$ cat src/rtl/rcvr.sv
// rcvr: 8N1 UART receiver for the s4x7 diag/debug serial port.
// rxd is synchronised by two flops, the start edge is found on the synchronised line, and each
// bit is sampled in the middle of its period using a 13-bit down-counter.
// Optional feature: define RCVR_MAJORITY_VOTE_EN to take each sample as a 2-of-3 vote around
// the sample point. Decisions then land one clock later.
module rcvr #(
    parameter int unsigned BAUD_DIV = 867
) (
    input  logic       clk,
    input  logic       rst,
    input  logic       rxd,
    input  logic       rd_stb,
    output logic [7:0] dout,
    output logic       rx_stb,
    output logic       rda,
    output logic       frame_err,
    output logic       overrun
);

    localparam logic [12:0] DIV_LOAD  = 13'(BAUD_DIV);
    localparam logic [12:0] HALF_LOAD = 13'(BAUD_DIV >> 1);

    typedef enum logic [2:0] {StIdle, StStart, StData, StStop, StBrk} state_e;

    state_e      state_q, state_d;
    logic        rxd_meta_q, rxd_s_q, rxd_prev_q;
    logic [12:0] clk_div_q, clk_div_d;
    logic [2:0]  bit_idx_q, bit_idx_d;
    logic [7:0]  shift_q, shift_d;
    logic [7:0]  dout_q, dout_d;
    logic        rx_stb_q, rx_stb_d;
    logic        rda_q, rda_d;
    logic        frame_err_q, frame_err_d;
    logic        overrun_q, overrun_d;

    logic active, div_zero, sample_now, sample_bit, stop_good, stop_bad;

    assign active   = (state_q == StStart) || (state_q == StData) || (state_q == StStop);
    assign div_zero = (clk_div_q == 13'd0);

    // Two-flop synchroniser plus a delayed copy for start-edge detection.
    always_ff @(posedge clk) begin
        if (rst) begin
            rxd_meta_q <= 1'b1;
            rxd_s_q    <= 1'b1;
            rxd_prev_q <= 1'b1;
        end else begin
            rxd_meta_q <= rxd;
            rxd_s_q    <= rxd_meta_q;
            rxd_prev_q <= rxd_s_q;
        end
    end

`ifdef RCVR_MAJORITY_VOTE_EN
    logic vote_pend_q, vote_a_q, vote_b_q;

    // Hold the clk_div==1 and clk_div==0 samples; the vote completes with the next clock's value.
    always_ff @(posedge clk) begin
        if (rst) begin
            vote_pend_q <= 1'b0;
            vote_a_q    <= 1'b1;
            vote_b_q    <= 1'b1;
        end else begin
            vote_pend_q <= active && div_zero;
            vote_a_q    <= rxd_prev_q;
            vote_b_q    <= rxd_s_q;
        end
    end

    assign sample_now = vote_pend_q;
    assign sample_bit = (vote_a_q & vote_b_q) | (vote_a_q & rxd_s_q) | (vote_b_q & rxd_s_q);
`else
    assign sample_now = active && div_zero;
    assign sample_bit = rxd_s_q;
`endif

    // Receive FSM next state; the bit counter free-runs at the bit period while a frame is open.
    always_comb begin
        state_d   = state_q;
        clk_div_d = clk_div_q;
        bit_idx_d = bit_idx_q;
        shift_d   = shift_q;
        stop_good = 1'b0;
        stop_bad  = 1'b0;
        if (active) begin
            clk_div_d = div_zero ? DIV_LOAD : clk_div_q - 13'd1;
        end
        unique case (state_q)
            StIdle: begin
                if (!rxd_s_q && rxd_prev_q) begin
                    clk_div_d = HALF_LOAD;
                    state_d   = StStart;
                end
            end
            StStart: begin
                if (sample_now) begin
                    if (!sample_bit) begin
                        bit_idx_d = 3'd0;
                        state_d   = StData;
                    end else begin
                        state_d = StIdle;  // glitch, not a start bit
                    end
                end
            end
            StData: begin
                if (sample_now) begin
                    shift_d   = {sample_bit, shift_q[7:1]};
                    bit_idx_d = bit_idx_q + 3'd1;
                    if (bit_idx_q == 3'd7) begin
                        state_d = StStop;
                    end
                end
            end
            StStop: begin
                if (sample_now) begin
                    if (sample_bit) begin
                        stop_good = 1'b1;
                        state_d   = StIdle;
                    end else begin
                        stop_bad = 1'b1;
                        state_d  = StBrk;
                    end
                end
            end
            StBrk: begin
                // A break holds the line low; wait for mark so it cannot retrigger.
                if (rxd_s_q) begin
                    state_d = StIdle;
                end
            end
            default: state_d = StIdle;
        endcase
    end

    // Output next state: byte delivery, error pulse and read handshake.
    always_comb begin
        dout_d      = dout_q;
        rx_stb_d    = 1'b0;
        frame_err_d = 1'b0;
        rda_d       = rda_q;
        overrun_d   = overrun_q;
        if (rd_stb) begin
            rda_d     = 1'b0;
            overrun_d = 1'b0;
        end
        if (stop_good) begin
            dout_d   = shift_q;
            rx_stb_d = 1'b1;
            rda_d    = 1'b1;
            if (rda_q && !rd_stb) begin
                overrun_d = 1'b1;
            end
        end
        if (stop_bad) begin
            frame_err_d = 1'b1;
        end
    end

    // State and output registers.
    always_ff @(posedge clk) begin
        if (rst) begin
            state_q     <= StIdle;
            clk_div_q   <= 13'd0;
            bit_idx_q   <= 3'd0;
            shift_q     <= 8'h00;
            dout_q      <= 8'h00;
            rx_stb_q    <= 1'b0;
            rda_q       <= 1'b0;
            frame_err_q <= 1'b0;
            overrun_q   <= 1'b0;
        end else begin
            state_q     <= state_d;
            clk_div_q   <= clk_div_d;
            bit_idx_q   <= bit_idx_d;
            shift_q     <= shift_d;
            dout_q      <= dout_d;
            rx_stb_q    <= rx_stb_d;
            rda_q       <= rda_d;
            frame_err_q <= frame_err_d;
            overrun_q   <= overrun_d;
        end
    end

    assign dout      = dout_q;
    assign rx_stb    = rx_stb_q;
    assign rda       = rda_q;
    assign frame_err = frame_err_q;
    assign overrun   = overrun_q;

endmodule

$ cat config.mk
export PLATFORM = sky130hd
export DESIGN_NAME = rcvr
export DESIGN_NICKNAME = d
export VERILOG_FILES = /design/src/rtl/rcvr.sv
export SDC_FILE = /design/constraint.sdc
export NUM_CORES = 1
export LEC_CHECK = 0
export ABC_AREA = 1
export CORE_MARGIN = 2
export CORE_UTILIZATION = 56
export CTS_CLUSTER_DIAMETER = 100
export CTS_CLUSTER_SIZE = 25
export DETAILED_ROUTE_END_ITERATION = 16
export GPL_TIMING_DRIVEN = 1
export PLACE_DENSITY_LB_ADDON = 0.15
export SLEW_MARGIN = 30
export SYNTH_ARGS = -nofsm -noshare
export SYNTH_HDL_FRONTEND = slang
export SYNTH_SLANG_ARGS = --single-unit
$ cat constraint.sdc
create_clock -name clk -period 1.9 [get_ports clk]
set_clock_uncertainty 0.15 [all_clocks]
set_input_delay 0.475 -clock clk [delete_from_list [all_inputs] [get_ports clk]]
set_output_delay 0.475 -clock clk [all_outputs]
set_load 0.005 [all_outputs]
==> flow_summary.yaml, run 1 <==
critical_path:
  path_depth: 1
  crit_path_max_fanout: 2
  cp.arrival_ns: 1.22
  r2r_end: "dout[7]"
  endpoint: "dout[7]"
  crit_family: "buffers and inverters"
  crit_type: "reg -> out"
  worst_path_largest_cell_delay_ns: 0.50
  rr_worst_depth: 9
  path_cells: "clkdlybuf4s50_1"
  cp.buffers_inverters: 1
  crit_slowest_cell: "clkdlybuf4s50_1"
  required_ns: 1.27
  cp-startpoint: "dout[7]"
  r2r-start: "clk_div_q[0]"
  critPathLaunchType: "register"
  endpoint_kind: "output port"
  rrSetupSlack_ns: 0.14
pwr:
  p_per_area_mw_per_mm2: 1310
  p_leak_uw: 0.0009232
  ir_drop_v: 0.0008559
cts:
  post_cts_buffers: 0
  htreeDepth: 2
  postCtsHoldBufs: 0
  cts.clk_slew.worst_paths_ns: 0.12
  root_buffer: "clkbuf_4"
  cts_tree: "built"
  clock-sinks: 42
  clk_latency_ns: 0.36
  cts_inserted_buffers: 5
  clk_path_buf_depth: 2
die:
  core_area_mm2: 0.003311
  die_h_um: 62.45
  io_pins: 16
  die_area_mm2: 0.003900
  initial_core_util: 0.5779
  rows: 21
  dieWidth_um: 62.45
timing:
  tns_ns: 0
  finalHoldViolations: 0
  slew-limit-headroom: 0.7235
  fin_crit_sh: 0.9710
  setup_viol: 0
  worst_pin_slew_ns: 0.4105
  final_max_slew_viol_count: 0
  fmax_ghz: 0.5420
  min_period_ns: 1.845
  rsz0062_at_grt: "no"
layout:
  regArea_um2: 843.3
  multi_input_area_um2: 969.7
  nets: 261
  final_cell_count_no_fill: 301
  n_antenna_cell: 0
  layout-drive-gt1-share: 0.1843
  fillers: 310
  syn2layout_area_growth_pct: 14.52
detailed_routing:
  totalWireLength_um: 3566
  vias: 1568
  drtIter0Drc: 99
  post_drt_via_cell_ratio: 5.209
  ant_nets: 0
  wire_per_inst_um: 11.85
  drtPass1Iterations: 4
  route.detailed.drc: 0
grt:
  antenna_found_initial: 0
  grt_start_max_net_pins: 16
  grt_pass1_vias: 1407
  grt_overflow: 0
  track_usage: 0.1981
  grt_pass1_wl_um: 6141
yosys:
  synth_edf_count: 0
  ys.flop_type: "dfxtp_1"
  syn_area_mm2: 0.001913
  yosysTopAreaCellShare: 0.4395
  synth_area_leader_cell: "dfxtp_1"
  synth.top_cells.by_area: "dfxtp_1 (44%), nor2_1 (7.3%), a21oi_1 (5.8%)"
  ys_types: 27
  synth_warnings: 0
  yosys-top-cells-count: "dfxtp_1 (42), nor2_1 (37), nand2_1 (26), a21oi_1 (22), inv_1 (17)"
  ys_seq_area_frac: 0.4395
  synthArstFlopShare: 0
  synth_nets: 242
  avgSynthCellArea_um2: 8.141
  yosys.cell_count.top_type: "dfxtp_1"
  synthCells: 235
  synth-seq-cells: 42
placement:
  portBuffers: 15
  dp_cells: 293
  gp_congestion: 0.7688
  dp_hpwl_um: 2567
run_status:
  status: "finished, final reports clean"
flow_run:
  drv_cap: 0
min_path:
  hold_path.class: "reg -> reg"
==> area by class of cell <==
| cell class | count | area share |
|---|---|---|
| inverters | 18 | 0.03084 |
| well taps | 46 | 0.02627 |
| repair buffers | 18 | 0.07995 |
| clock buffers | 5 | 0.01713 |
| clock inverters | 3 | 0.01828 |
| flip-flops and latches | 42 | 0.3849 |
| multi-input cells | 169 | 0.4426 |
==> cells in the final DEF, fill, tap and decap left out, drive strengths merged <==
cell type       n
dlymetal6s2s    1
nor2           50
clkbuf          5
o21bai          1
inv            18
ha              3
a21oi          22
nand4           2
dfxtp          42
xnor2           4
o21ai          16
nor3           17
clkdlybuf4s50  14
a31oi           3
a21boi          1
o31ai           1
or2             2
buf             3
xor2            3
bufinv          1
clkinv          2
nand3           9
nand2          35
==> routing by layer <==
metal | up-vias | track usage | wire length, um
met2 | 33 | 0.2984 | 1485
li1 | 810 | - | -
met4 | 0 | 0.06667 | 53
met1 | 719 | 0.2711 | 1850
met5 | - | 0 | 0
met3 | 6 | 0.06126 | 177
==> what timing repair did <==
action	4_1_cts	5_1_grt
gates resized for setup	0	3
endpoints found under the hold margin	0	0
endpoints found under the setup margin	0	3
==> cells by family (layout without fill, tap and decap cells) <==
logic type / after synthesis / count (layout) / synth area share
and+or+nand+nor: 115 / 115 / 0.3342
DFF: 42 / 42 / 0.4395
xor gates and xnor gates: 7 / 7 / 0.03205
buffers and inverters: 24 / 44 / 0.05363
adders and majority gates: 3 / 3 / 0.01962
AOI/OAI and AO/OA: 44 / 44 / 0.1210
==> state kept, by name, summed over array words and instances (netlist names) <==
register / flops
rx_stb: 1
overrun: 1
clk_div_q: 13
rxd_s_q: 1
state_q: 3
rda: 1
dout: 8
rxd_meta_q: 1
shift_q: 8
rxd_prev_q: 1
bit_idx_q: 3
frame_err: 1
==> how the worst min path moves through the flow <==
stage,from,endpoint,cells past startpoint
finish,rxd_meta_q,rxd_s_q,1
global route,rxd_meta_q,rxd_s_q,1
detailed placement,rxd_meta_q,rxd_s_q,1
floorplan,rxd_meta_q,rxd_s_q,1
global placement,rxd_meta_q,rxd_s_q,1
CTS,rxd_meta_q,rxd_s_q,1
==> power by group <==
| part | switching, uW | internal [uW] |
|---|---|---|
| Clock | 286 | 273 |
| Sequential | 115 | 998 |
| Combinational | 821 | 378 |
==> stage by stage <==
stage | power [uW] | hold slack, ns | instance area [um2] | util | setup WS, ns
after floorplan | 2136 | 0.2395 | 1913 | - | 0.4135
after global placement | 2307 | 0.2412 | 2108 | 0.6368 | 0.1254
after detailed placement | 2319 | 0.2481 | 2108 | 0.6368 | 0.1062
after CTS | 2878 | 0.2756 | 2186 | 0.6602 | 0.02008
after global routing | 3089 | 0.3084 | 2191 | 0.6618 | 0.001968
final | 2871 | 0.2746 | 2191 | 0.6618 | 0.05507
==> worst reg2reg max path: cells and delay by family, from the launching register on <==
family	cells	cell delay [ns]
buffers and inverters	2	0.25
AOI/OAI and AO/OA	1	0.07
DFF	1	0.34
and+or+nand+nor	5	0.72
adders and majority gates	1	0.16
No activity file was read; power rests on OpenSTA's default activity.
==> inputs of run 2 (changes only) <==
--- a/config.mk
+++ b/config.mk
@@ -7,11 +7,12 @@
 export LEC_CHECK = 0
 export ABC_AREA = 1
 export CORE_MARGIN = 2
-export CORE_UTILIZATION = 56
+export CORE_UTILIZATION = 45
 export CTS_CLUSTER_DIAMETER = 100
 export CTS_CLUSTER_SIZE = 25
 export DETAILED_ROUTE_END_ITERATION = 16
 export GPL_TIMING_DRIVEN = 1
+export MAX_ROUTING_LAYER = met4
 export PLACE_DENSITY_LB_ADDON = 0.15
 export SLEW_MARGIN = 30
 export SYNTH_ARGS = -nofsm -noshare
==> flow_summary.yaml, run 2 (synthesis gave the netlist of run 1 again) <==
run_status:
  status: "finished, final reports clean"
grt:
  grt_pass1_vias: 1427
  grt_pass1_wl_um: 6458
  track_usage: 0.1705
  antenna_found_initial: 0
  grt_overflow: 0
  grt_start_max_net_pins: 16
pwr:
  internal-power_uw: 1804
  ir_drop_v: 0.0005534
  p_sw_uw: 1232
  switching_share: 0.4058
  clock_power_share: 0.225
  p_seq_frac: 0.366
  pwr-share-comb: 0.408
  p_per_area_mw_per_mm2: 1359
  p_leak_uw: 0.0009209
cts:
  post_cts_buffers: 0
  cts.clk_slew.worst_paths_ns: 0.08
  cts_inserted_buffers: 5
  clk_latency_ns: 0.29
  cts_tree: "built"
  htreeDepth: 2
  clock-sinks: 42
  clk_path_buf_depth: 2
  root_buffer: "clkbuf_8"
  ctsResizeCount: 0
  postCtsHoldBufs: 0
die:
  dieWidth_um: 69.20
  die_h_um: 69.20
  io_pins: 16
  die_area_mm2: 0.004789
  core_area_mm2: 0.004058
  initial_core_util: 0.4715
  rows: 23
timing:
  worst_pin_slew_ns: 0.3984
  finalHoldViolations: 0
  fmax_ghz: 0.5621
  slew-limit-headroom: 0.7316
  fin_crit_sh: 0.9364
  final_max_slew_viol_count: 0
  setup_viol: 0
  rsz0062_at_grt: "no"
  tns_ns: 0
  min_period_ns: 1.779
placement:
  dp_cells: 299
  portBuffers: 15
  dp_hpwl_um: 2718
  gp_congestion: 0.7992
  placed_cell_area_mm2: 0.002128
layout:
  nets: 263
  final_cell_count_no_fill: 307
  syn2layout_area_growth_pct: 16.81
  fin_area_mm2: 0.002235
  layout_common_cells: "dfxtp_1 (42), nor2_1 (37), nand2_1 (26), a21oi_1 (22), inv_1 (17)"
  largest_reg_flops: 13
  layout_commonest_cell: "dfxtp_1"
  n_antenna_cell: 0
  top_register: "clk_div_q"
  layout-drive-gt1-share: 0.1751
critical_path:
  cp.arrival_ns: 1.15
  cp.buffers_inverters: 1
  crit_path_max_fanout: 3
  crit_family: "buffers and inverters"
  required_ns: 1.27
  crit_slowest_cell: "clkdlybuf4s50_1"
  r2r-start: "clk_div_q[0]"
  critPathLaunchType: "register"
  path_cells: "clkdlybuf4s50_1"
  crit_type: "reg -> out"
  cp-startpoint: "rda"
  endpoint_kind: "output port"
  worst_path_largest_cell_delay_ns: 0.51
detailed_routing:
  drtPass1Iterations: 4
  drtIter0Drc: 115
  ant_nets: 0
  vias: 1523
  post_drt_via_cell_ratio: 4.961
  wire_per_inst_um: 11.79
  totalWireLength_um: 3619
  route.detailed.drc: 0
min_path:
  hold_path.class: "reg -> reg"
  hp-start: "rxd_meta_q"
flow_run:
  drv_cap: 0
==> run 2: changes by cell type in the layout (fill, tap and decap cells not counted), sizes merged <==
cell and change:
clkbuf +2, clkinv -2, clkdlybuf4s50 +1, dlymetal6s2s -1
buf +2
==> run 2: power groups by stage <==
stage               sequential, uW  combinational (uW)  clock [uW]
floorplan                     1100                1030           0
global placement              1130                1240           0
detailed placement            1130                1240           0
CTS                           1110                1250         699
global route                  1130                1410         742
finish                        1110                1240         684
==> run 2: cell type report <==
| type | instances | area, um2 |
|---|---|---|
| fillers | 387 | 1823 |
| multi-input cells | 169 | 969.7 |
| flip-flops and latches | 42 | 840.8 |
| repair buffers | 20 | 187.7 |
| clock buffers | 7 | 76.32 |
| inverters | 18 | 67.56 |
| well taps | 50 | 62.56 |
| clock inverters | 1 | 30.03 |
==> run 2: final timing paths <==
path / to / depth (start not counted) / slack, ns
worst max-delay path: rda / 1 / 0.12
worst min-delay path: rxd_s_q / 1 / 0.28
worst max register to register: dout[7] / 9 / 0.19
worst min register to register: rxd_s_q / 1 / 0.28
==> run 2: per-stage QoR <==
stage / setup slack [ns] / hold WS, ns / utilization / power [uW]
after floorplan: 0.4135 / 0.2395 / - / 2136
after global placement: 0.1515 / 0.2530 / 0.5245 / 2370
after CTS: 0.1063 / 0.2779 / 0.5507 / 3056
after global routing: 0.01452 / 0.2979 / 0.5507 / 3281
final: 0.1209 / 0.2759 / 0.5507 / 3037
after detailed placement: 0.1237 / 0.2430 / 0.5245 / 2372
==> run 2: layer usage <==
metal	vias up	routed length (um)	GRT usage
li1	809	-	-
met1	689	1906	0.2308
met2	23	1578	0.2447
met3	2	108	0.05233
met4	0	26	0.05229
met5	-	0	-
==> inputs of run 3 (changes only) <==
--- a/config.mk
+++ b/config.mk
@@ -5,8 +5,6 @@
 export SDC_FILE = /design/constraint.sdc
 export NUM_CORES = 1
 export LEC_CHECK = 0
-export ABC_AREA = 1
-export CORE_MARGIN = 2
 export CORE_UTILIZATION = 45
 export CTS_CLUSTER_DIAMETER = 100
 export CTS_CLUSTER_SIZE = 25
==> flow_summary.yaml, run 3 <==
run_status:
  status: "finished, violations left"
  violations: "setup timing"
min_path:
  worstHoldPathCells: 1
  hold_path.class: "reg -> reg"
yosys:
  synthCells: 192
  synth_nets: 199
  synth_area_leader_cell: "dfxtp_1"
  syn_area_mm2: 0.001857
  ys_seq_area_frac: 0.4528
  ys_types: 46
  synthArstFlopShare: 0
  yosys-top-cells-count: "dfxtp_1 (42), nor2_1 (26), mux2i_1 (17), nand2_1 (9), a21oi_1 (8)"
  synth.top_cells.by_area: "dfxtp_1 (45%), mux2i_1 (9.2%), nor2_1 (5.3%)"
  synth_warnings: 0
  ys.flop_type: "dfxtp_1"
  avgSynthCellArea_um2: 9.671
  yosys.cell_count.top_type: "dfxtp_1"
  synth_edf_count: 0
  synth-seq-cells: 42
  yosysTopAreaCellShare: 0.4528
critical_path:
  rrSetupSlack_ns: -0.04
  endpoint_kind: "register"
  path_cells: "inv_2 -> ha_4 -> or4b_4 -> nor4_4 -> buf_12 -> mux2i_1 -> nor2_1"
  critPathLaunchType: "register"
  crit_slowest_cell: "or4b_4"
  required_ns: 1.95
  cp.arrival_ns: 1.99
  rr_worst_depth: 7
  crit_family: "simple AND/OR/NAND/NOR gates"
  cp.buffers_inverters: 2
  crit_path_max_fanout: 11
  path_depth: 7
  crit_type: "reg -> reg"
  worst_path_largest_cell_delay_ns: 0.50
cts:
  clk_path_buf_depth: 2
  cts_inserted_buffers: 5
  clk_latency_ns: 0.30
  root_buffer: "clkbuf_8"
  clock-sinks: 42
  cts_tree: "built"
  cts.clk_slew.worst_paths_ns: 0.08
  htreeDepth: 2
layout:
  largest_reg_flops: 13
  layout_commonest_cell: "dfxtp_1"
  nets: 245
  syn2layout_area_growth_pct: 29.78
  top_register: "clk_div_q"
  fillers: 313
  n_antenna_cell: 0
  layout_common_cells: "dfxtp_1 (41), buf_4 (32), nor2_1 (26), mux2i_1 (17), clkdlybuf4s50_1 (15)"
  fin_area_mm2: 0.002410
  final_cell_count_no_fill: 287
  layout-drive-gt1-share: 0.2678
detailed_routing:
  wire_per_inst_um: 14.18
  drtIter0Drc: 52
  ant_nets: 0
  vias: 1584
  totalWireLength_um: 4069
  post_drt_via_cell_ratio: 5.519
  route.detailed.drc: 0
  drtPass1Iterations: 4
timing:
  slew-limit-headroom: 0.7536
  fmax_ghz: 0.5143
  final_max_slew_viol_count: 0
  setup_ws_ns: -0.04424
  worst_pin_slew_ns: 0.3666
  finalHoldViolations: 0
  min_period_ns: 1.944
  fin_crit_sh: 1.023
  rsz0062_at_grt: "yes"
  setup_viol: 9
  whs_ns: 0.2635
die:
  dieWidth_um: 66.24
  die_h_um: 66.24
  core_area_mm2: 0.003799
  die_area_mm2: 0.004387
  io_pins: 16
  initial_core_util: 0.4888
  rows: 22
placement:
  portBuffers: 15
  gp_congestion: 0.8784
  dp_hpwl_um: 2990
  post-place-ws_ns: -0.02933
  dp_cells: 275
  placed_cell_area_mm2: 0.002263
pwr:
  ir_drop_v: 0.0006277
  p_leak_uw: 0.0009700
  p_per_area_mw_per_mm2: 1543
flow_run:
  drv_cap: 0
grt:
  antenna_found_initial: 0
  grt_overflow: 0
  track_usage: 0.2211
  grt_start_max_net_pins: 20
  grt_pass1_vias: 1568
  grt_pass1_wl_um: 7044
==> run 3: kinds of logic (layout without fill, tap and decap cells) <==
logic type | Yosys count | after routing | synth area share
compound gates | 29 | 29 | 0.1044
xor+xnor | 4 | 4 | 0.01887
fa+ha+maj | 3 | 3 | 0.02022
buf+inv | 13 | 60 | 0.03706
flops | 42 | 42 | 0.4528
mux | 17 | 17 | 0.09164
simple gates | 84 | 84 | 0.2749
==> run 3: layout make-up <==
| type | instances | area (um2) | share of cell area |
|---|---|---|---|
| Timing Repair Buffer | 49 | 421.7 | 0.1750 |
| Multi-Input combinational cell | 137 | 984.7 | 0.4086 |
| Tap cell | 48 | 60.06 | 0.02492 |
| Inverter | 3 | 11.26 | 0.004673 |
| Sequential cell | 42 | 842.1 | 0.3494 |
| Clock buffer | 5 | 68.82 | 0.02856 |
| Clock inverter | 3 | 21.27 | 0.008827 |
==> run 3: path summary, 6_finish.rpt <==
path / start / end
worst max-delay path: clk_div_q[0] / shift_q[1]
worst min-delay path: rxd_meta_q / rxd_s_q
worst max register to register: clk_div_q[0] / shift_q[1]
worst min register to register: rxd_meta_q / rxd_s_q
==> run 3: stage by stage <==
stage | utilization | power [uW] | setup TNS [ns]
2_1_floorplan | - | 2200 | -0.05247
3_3_place_gp | 0.5959 | 2850 | 0
3_5_place_dp | 0.5959 | 2922 | -0.1318
4_1_cts | 0.6248 | 3604 | -0.2669
5_1_grt | 0.6344 | 3944 | -1.063
6_report | 0.6344 | 3719 | -0.1944
==> run 3: worst register-to-register path: stages (launching register included) <==
cell and delay [ns]:
dfxtp_2 0.33, inv_2 0.08, ha_4 0.14, or4b_4 0.50, nor4_4 0.21, buf_12 0.18
mux2i_1 0.21, nor2_1 0.05
==> run 3: what timing repair did <==
| action | in CTS | in global routing |
|---|---|---|
| gates cloned | 0 | 0 |
| endpoints found under the setup margin | 10 | 15 |
| pin swaps | 0 | 3 |
| hold buffers | 0 | 0 |
| endpoints found under the hold margin | 0 | 0 |
| setup buffers | 2 | 2 |
| gates resized for setup | 3 | 4 |
==> run 3: power breakdown <==
group / internal (uW) / switching [uW] / leakage, uW
Combinational: 1000 / 1030 / 0.000585
Clock: 258 / 319 / 0.0000441
Sequential: 1010 / 101 / 0.000341
==> run 3: metal layers <==
metal / part of all wire / GRT usage
met2: 0.49 / 0.3584
met4: 0.027 / 0.1064
met3: 0.024 / 0.04828
met1: 0.46 / 0.2587
met5: 0 / -
